### src/rtl/des_round_controller.sv
// DES Feistel round sequencer: holds L/R halves, steps ROUNDS rounds against an external f(R, K),
// and drives key-schedule shift controls. Define DES_DECRYPT_EN to enable decrypt key ordering.
module des_round_controller #(
    parameter int unsigned ROUNDS = 16
) (
    input  logic        wClk,
    input  logic        wReset,
    input  logic        wStart,
    input  logic        wDecrypt,
    input  logic [63:0] wInputData,
    input  logic [31:0] wFResult,
    output logic [31:0] rRightHalf,
    output logic [3:0]  rRound,
    output logic [1:0]  rShift,
    output logic        rShiftRight,
    output logic        rKeyLoad,
    output logic        rBusy,
    output logic        rDone,
    output logic [63:0] rOutputData
);

    typedef enum logic {
        StIdle,
        StRound
    } state_e;

    localparam logic [3:0] LastRound = 4'(ROUNDS - 1);

    state_e      r_state;
    logic [31:0] r_left;
    logic        r_decrypt;

    state_e      w_state_next;
    logic [31:0] w_left_next;
    logic [31:0] w_right_next;
    logic [3:0]  w_round_next;
    logic [1:0]  w_shift_next;
    logic        w_shift_right_next;
    logic        w_key_load_next;
    logic        w_busy_next;
    logic        w_done_next;
    logic [63:0] w_out_next;
    logic        w_decrypt_next;
    logic        w_decrypt_in;
    logic [31:0] w_feistel;

`ifdef DES_DECRYPT_EN
    assign w_decrypt_in = wDecrypt;
`else
    logic w_unused_decrypt;
    assign w_unused_decrypt = wDecrypt;
    assign w_decrypt_in     = 1'b0;
`endif

    assign w_feistel = r_left ^ wFResult;

    // Decrypt rotates right and skips the rotate before round 0, since C16/D16 equal C0/D0.
    function automatic logic [1:0] shift_for(input logic [3:0] round, input logic decrypt);
        if (round == 4'd0) begin
            return decrypt ? 2'd0 : 2'd1;
        end else if (round == 4'd1 || round == 4'd8 || round == 4'd15) begin
            return 2'd1;
        end else begin
            return 2'd2;
        end
    endfunction

    always_comb begin
        w_state_next       = r_state;
        w_left_next        = r_left;
        w_right_next       = rRightHalf;
        w_round_next       = rRound;
        w_shift_next       = rShift;
        w_shift_right_next = rShiftRight;
        w_key_load_next    = 1'b0;
        w_busy_next        = rBusy;
        w_done_next        = 1'b0;
        w_out_next         = rOutputData;
        w_decrypt_next     = r_decrypt;

        unique case (r_state)
            StIdle: begin
                w_shift_next       = 2'd0;
                w_shift_right_next = 1'b0;
                if (wStart) begin
                    w_state_next       = StRound;
                    w_left_next        = wInputData[63:32];
                    w_right_next       = wInputData[31:0];
                    w_decrypt_next     = w_decrypt_in;
                    w_round_next       = 4'd0;
                    w_shift_next       = shift_for(4'd0, w_decrypt_in);
                    w_shift_right_next = w_decrypt_in;
                    w_key_load_next    = 1'b1;
                    w_busy_next        = 1'b1;
                end
            end
            StRound: begin
                w_left_next  = rRightHalf;
                w_right_next = w_feistel;
                if (rRound == LastRound) begin
                    // Final swap is undone: output is {R16, L16}.
                    w_state_next       = StIdle;
                    w_out_next         = {w_feistel, rRightHalf};
                    w_done_next        = 1'b1;
                    w_busy_next        = 1'b0;
                    w_round_next       = 4'd0;
                    w_shift_next       = 2'd0;
                    w_shift_right_next = 1'b0;
                end else begin
                    w_round_next = rRound + 4'd1;
                    w_shift_next = shift_for(rRound + 4'd1, r_decrypt);
                end
            end
            default: begin
                w_state_next = StIdle;
            end
        endcase
    end

    always_ff @(posedge wClk) begin
        if (wReset) begin
            r_state     <= StIdle;
            r_left      <= '0;
            r_decrypt   <= 1'b0;
            rRightHalf  <= '0;
            rRound      <= '0;
            rShift      <= '0;
            rShiftRight <= 1'b0;
            rKeyLoad    <= 1'b0;
            rBusy       <= 1'b0;
            rDone       <= 1'b0;
            rOutputData <= '0;
        end else begin
            r_state     <= w_state_next;
            r_left      <= w_left_next;
            r_decrypt   <= w_decrypt_next;
            rRightHalf  <= w_right_next;
            rRound      <= w_round_next;
            rShift      <= w_shift_next;
            rShiftRight <= w_shift_right_next;
            rKeyLoad    <= w_key_load_next;
            rBusy       <= w_busy_next;
            rDone       <= w_done_next;
            rOutputData <= w_out_next;
        end
    end

`ifndef SYNTHESIS
    a_done_not_busy : assert property (@(posedge wClk) disable iff (wReset) rDone |-> !rBusy);
    a_busy_state : assert property (@(posedge wClk) disable iff (wReset)
        rBusy == (r_state == StRound));
`endif

endmodule

### config.mk
export PLATFORM = sky130hd
export DESIGN_NAME = des_round_controller
export DESIGN_NICKNAME = d
export VERILOG_FILES = /design/src/rtl/des_round_controller.sv
export SDC_FILE = /design/constraint.sdc
export NUM_CORES = 1
export LEC_CHECK = 0
export BUFFER_PORTS_ARGS = -buffer_cell sky130_fd_sc_hd__buf_2
export CORE_ASPECT_RATIO = 1.2
export CORE_MARGIN = 2
export CORE_UTILIZATION = 33
export DETAILED_ROUTE_END_ITERATION = 12
export PLACE_DENSITY = 0.59
export SYNTH_ARGS = -nofsm -noshare
export SYNTH_HDL_FRONTEND = slang
export SYNTH_SLANG_ARGS = --single-unit
### constraint.sdc
create_clock -name wClk -period 3.3 [get_ports wClk]
set_input_delay 0.33 -clock wClk [delete_from_list [all_inputs] [get_ports wClk]]
set_output_delay 0.33 -clock wClk [all_outputs]
set_load 0.01 [all_outputs]
# After elaboration in Yosys (flattened, before gate mapping)
# Index checks and enable logic that the tools add are counted.
classes:
  bitwise_logic: 2
  n_mux: 20
  magnitude_cmp: 0
  eq_ne: 6
  div: 0
  n_addsub: 1
  reduce_logical: 7
  shifts: 0
  multipliers: 0
op_table:
  columns: ["operator", "n"]
  rows:
  - ["case mux 32 bit (2 select lines)", 2]
  - ["2-to-1 mux 32 bit", 2]
  - ["XOR 32 bit", 1]
  - ["equality test 4 bit, second input constant", 3]
  - ["2-to-1 mux 4 bit", 2]
  - ["case mux 4 bit (2 select lines)", 1]
  - ["2-to-1 mux 1 bit", 6]
  - ["2-to-1 mux 2 bit", 3]
  - ["case mux 1 bit (2 select lines)", 3]
  - ["adder 4 x 1 -> 4 bit, second input constant", 1]
  - ["equality test 4 x 1 -> 1 bit, second input constant", 1]
  - ["zero test 4 bit", 1]
  - ["case mux 2 bit (2 select lines)", 1]
  - ["AND reduction 2 bit", 2]
  - ["OR reduction 2 bit", 2]
  - ["logical OR 1 bit", 2]
  - ["!= test 2 x 1 -> 1 bit, second input constant", 1]
  - ["!= test 2 bit, second input constant", 1]
  - ["inverter 1 bit", 1]
word_totals:
  rom_bits: 0
  word_cells: 46
  n_memories: 0
  register_bits: 139
  ramBits: 0
  inputBits: 100
  latchBits: 0

# Logic depth before layout (Yosys ltp)
logic_depth:
  depth_word: 8
  depth_mapped: 6
  mapped_depth_nobuf: 5

# Worst setup path before layout
# No wires, ideal clock.
synth_timing:
  path_kind: "register to register"
  start: "register rRound[1]"
  end: "register rOutputData[61]"
  slack_ns: 1.716
  synth_period_minus_slack_ns: 1.584
  path_buffers: 2
  t_arrival_ns: 1.467
  path_stages_with_launch: 6
  t_required_ns: 3.183
  cell_sequence: "dfxtp_1 ha_1 buf_2 a41oi_4 buf_6 a22o_1"
synth_between:
  elab_chain_cells: 2
synth_lines:
  columns: ["element", "line_no", "source"]
  rows:
  - ["from (decl)", "13", "output logic [3:0] rRound,"]
  - ["from (signal assigned)", "138", "rRound <= w_round_next;"]
  - ["equality test 4 bit", "100", "if (rRound == LastRound) begin"]
  - ["AND reduction 2 bit (no source line)", null, null]
  - ["to (signal assigned)", "144", "rOutputData <= w_out_next;"]
  - ["to (decl)", "19", "output logic [63:0] rOutputData"]
# No other way between the ends.
# A chain may end at the register's enable or synchronous reset.

# Worst setup path after layout
layout_timing:
  start: "register rRound[1]"
  end: "register rShift[0]"
layout_between:
  elab_chain_cells: 8
  elab_cells_between_ends: 12
layout_lines:
  columns: ["element", "line_no", "source"]
  rows:
  - ["adder 4 x 1 -> 4 bit", "111", "w_shift_next = shift_for(rRound + 4'd1, r_decrypt);"]
  - ["equality test 4 x 1 -> 1 bit or equality test 4 bit (tied branches)", "61", "end else if (round == 4'd1 || round == 4'd8 || round == 4'd15) begin"]
  - ["logical OR 1 bit (2 in series)", "61", null]
  - ["2-to-1 mux 2 bit", "61", null]
  - ["2-to-1 mux 2 bit", "59", "if (round == 4'd0) begin"]
  - ["2-to-1 mux 2 bit *", "100", null]
  - ["case mux 2 bit (2 select lines) *", "81", "unique case (r_state)"]
  - ["to (signal assigned)", "139", "rShift <= w_shift_next;"]
  - ["to (decl)", "14", "output logic [1:0] rShift,"]
# Every way passes the cells marked *; elsewhere a longest branch is shown, timed or not.

==> results.json <==
{
  "outcome": "finished, final reports clean",
  "synth_compound_gate_area_share": 0.189,
  "yosysWarnings": 0,
  "final_total_power_w": 0.00429,
  "cp.buffers_inverters": 1,
  "cts_max_path_buffers": 2,
  "area_overhead_of_the_layout_relative_to_synthesis_pct": 29.2,
  "via_per_inst": 4.91,
  "synth.lib_cells_used.distinct": 38,
  "wirelength_um": 15100,
  "share_of_flip_flops_with_an_asynchronous_set_or_reset": 0,
  "finalHoldViolations": 0,
  "rows": 52,
  "pre_cts_ws_ps": 1170,
  "synth_enable_flop_cells": 0,
  "path_clk_slew_ps": 60,
  "postLayoutSetupSlackWorst_ps": 1150,
  "post_synth_fa_ha_maj_area_fraction": 0.00654,
  "synthSimpleGateAreaFrac": 0.0866,
  "synth.mux.area_fraction": 0.121,
  "drtIter0Drc": 200,
  "grtUsageMet1": 0.199,
  "route.detailed.wl_per_inst_um": 15.7,
  "leakage_dissipation_nw": 3.48,
  "tritoncts_num_sinks": 138,
  "power.ir.vdd_worst_mv": 0.303,
  "cp_slowest_cell": "sky130_fd_sc_hd__buf_4",
  "grtUsageMet3": 0.0500,
  "cts_inserted_buffers": 17,
  "tritoncts": "done",
  "cpLargestDelayFamily": "compound AO/OA/AOI/OAI gates",
  "number_of_vias_in_the_routed_layout": 4745,
  "grt_util_all_layers": 0.160,
  "synthesis.instances": 554,
  "synth_fp_nets": 657,
  "ant_nets": 0,
  "timing.critical_path.required_ps": 3630,
  "worstHoldPathType": "input port to flop",
  "effective_utilization_at_floorplan": 0.338,
  "drc": 0,
  "global_route.usage.met2": 0.265,
  "grt_overflow": 0,
  "layout.core_utilization": 0.437,
  "worstSkewPairLatency_ps": 420,
  "postCtsSetupRepairBufs": 0,
  "grt-busiest-layer": "met2",
  "drive_gt1_frac": 0.374,
  "io_buffers": 203,
  "crit_path_max_incr_delay_ps": 640,
  "post-route-min-period_ps": 2150,
  "cts_htree_levels": 4,
  "critical_path.startpoint": "rRound[1]$_SDFFE_PP0P_",
  "routability_congestion": 0.724,
  "dieWidth_um": 124,
  "cts-root-buf": "sky130_fd_sc_hd__clkbuf_16",
  "worstMarginPinSlew_ps": 861,
  "fmax_ghz": 0.464,
  "synth_xor_xnor_area_share": 0.0504,
  "vias_in_the_first_global_route": 4560,
  "setup-violations-final": 0,
  "holdCritStartpoint": "wFResult[28]",
  "area_of_the_die_um2": 18500,
  "synth_top_family_by_area": "compound AO/OA/AOI/OAI gates",
  "setup.worst_path.class": "flop to flop",
  "maxCapViolCount": 0,
  "mappedNetlistArea_um2": 5740,
  "critPathLaunchType": "flop",
  "core_um2": 17000,
  "unrepaired_setup_endpoints_after_global_routing": "false",
  "detail_route.first_pass.iterations": 4,
  "largest_fanout_of_any_net_on_the_critical_path": 64,
  "critPathCaptureType": "flop",
  "ys_ff_latch": 138,
  "post_cts_resized": 0,
  "synthFlopType": "sky130_fd_sc_hd__dfxtp_1",
  "num_io_pins": 206,
  "grt_pass1_wl_um": 23700,
  "cell_area_power_density_nw_per_um2": 578,
  "slew_violations": 0,
  "r2r_start": "rRound[1]$_SDFFE_PP0P_",
  "grt_antenna_before_repair": 1,
  "maxSlewHeadroom": 0.426,
  "post-route-period-util": 0.652,
  "ys_seq_area_frac": 0.481,
  "crit_path_cell_trace": "ha_1 > a41oi_4 > buf_4 > o21ai_1 > a41oi_1",
  "timing.clock.skew_ps": 5.92,
  "grt_start_max_net_pins": 73,
  "critPathArrivalTime_ps": 2480,
  "post_synth.cell_area_avg_um2": 10.4,
  "dpl.hpwl_um": 9680,
  "postCtsHoldBufs": 0,
  "die_height_um": 148,
  "setup_tns_ps": 0,
  "num-nets-final": 839
}
## metal layers
layer | vias up | share of wire | wire [um]
met5 | - | 0 | 0
met4 | 0 | 0.013 | 191
met3 | 13 | 0.056 | 845
met2 | 146 | 0.48 | 7230
met1 | 2254 | 0.45 | 6880
li1 | 2332 | - | -
## final cells by class
type / instances / area, um2
clock inverter: 13 / 193
inverter: 10 / 37.5
sequential: 138 / 2760
antenna: 2 / 5.00
clock buffer: 19 / 443
timing repair buffer: 210 / 1100
tap: 216 / 270
multi-input combinational: 359 / 2610
fill: 1699 / 9570
## cells in the mapped netlist (2+ instances only)
library cell	count	area, um2
sky130_fd_sc_hd__dfxtp_1	138	2760
sky130_fd_sc_hd__nand2_1	65	244
sky130_fd_sc_hd__a22o_1	62	543
sky130_fd_sc_hd__a21oi_1	38	190
sky130_fd_sc_hd__nor2_1	36	135
sky130_fd_sc_hd__a211oi_1	35	263
sky130_fd_sc_hd__mux2i_1	31	310
sky130_fd_sc_hd__mux2_2	30	338
sky130_fd_sc_hd__xor2_1	30	263
sky130_fd_sc_hd__buf_2	17	85.1
sky130_fd_sc_hd__buf_6	16	180
sky130_fd_sc_hd__clkbuf_1	10	37.5
sky130_fd_sc_hd__inv_1	7	26.3
sky130_fd_sc_hd__mux2_1	4	45.0
sky130_fd_sc_hd__buf_4	3	22.5
sky130_fd_sc_hd__ha_1	3	37.5
sky130_fd_sc_hd__inv_2	3	11.3
sky130_fd_sc_hd__nor2b_1	3	18.8
sky130_fd_sc_hd__xnor2_1	3	26.3
sky130_fd_sc_hd__o21ai_1	2	10.0
## stage by stage
stage	instance area (um2)	instances	hold slack [ps]
after global placement	6780	933	448
after CTS	7410	965	222
after detailed placement	6780	933	457
after floorplan	5740	554	495
after global routing	7410	966	246
final	7420	967	240
## worst min-delay path, delay by kind of cell
kind / cells / cell delay [ps]
and+or+nand+nor: 1 / 80
xor gates and xnor gates: 1 / 60
AOI/OAI and AO/OA: 1 / 50
buffers and inverters: 1 / 80
## power by group
group | internal, W | switching, W
Clock | 0.00129 | 0.000770
Sequential | 0.00174 | 0.0000738
Combinational | 0.000193 | 0.000218
Total | 0.00322 | 0.00106
## layout by cell type, fill, tap and decap left out, drive strengths merged, types with 3 or more instances in the layout
cell / n
dfxtp: 138
clkinvlp: 5
xnor2: 3
clkbuf: 19
a211oi: 35
o21ai: 3
mux2i: 31
nand2: 65
ha: 3
bufinv: 4
nor2: 37
xor2: 30
inv: 12
nor2b: 3
mux2: 34
buf: 210
a21oi: 38
a22o: 62
## flip-flops by register name, summed over array words and instances (netlist names), 2 cells and up
| register | cells |
|---|---|
| r_left | 32 |
| rOutputData | 64 |
| rRightHalf | 32 |
| rShift | 2 |
| rRound | 4 |
## cell families (layout without fill, tap and decap cells)
kind of cell,Yosys count,in the layout
DFF,138,138
AOI/OAI and AO/OA,144,144
adders and majority gates,3,3
buffers and inverters,57,252
other,1,3
muxes,65,65
and+or+nand+nor,113,113
xor gates and xnor gates,33,33
## final timing paths
check / to / slack, ps / cells past startpoint
max: rShift[0]$_SDFF_PP0_ / 1150 / 5
min: rRightHalf[28]$_SDFFE_PP0P_ / 240 / 4
max reg2reg: rShift[0]$_SDFF_PP0_ / 1150 / 5
min reg2reg: rBusy$_SDFFE_PP0P_ / 470 / 1
Note: power is estimated with default switching activity, not from simulation.
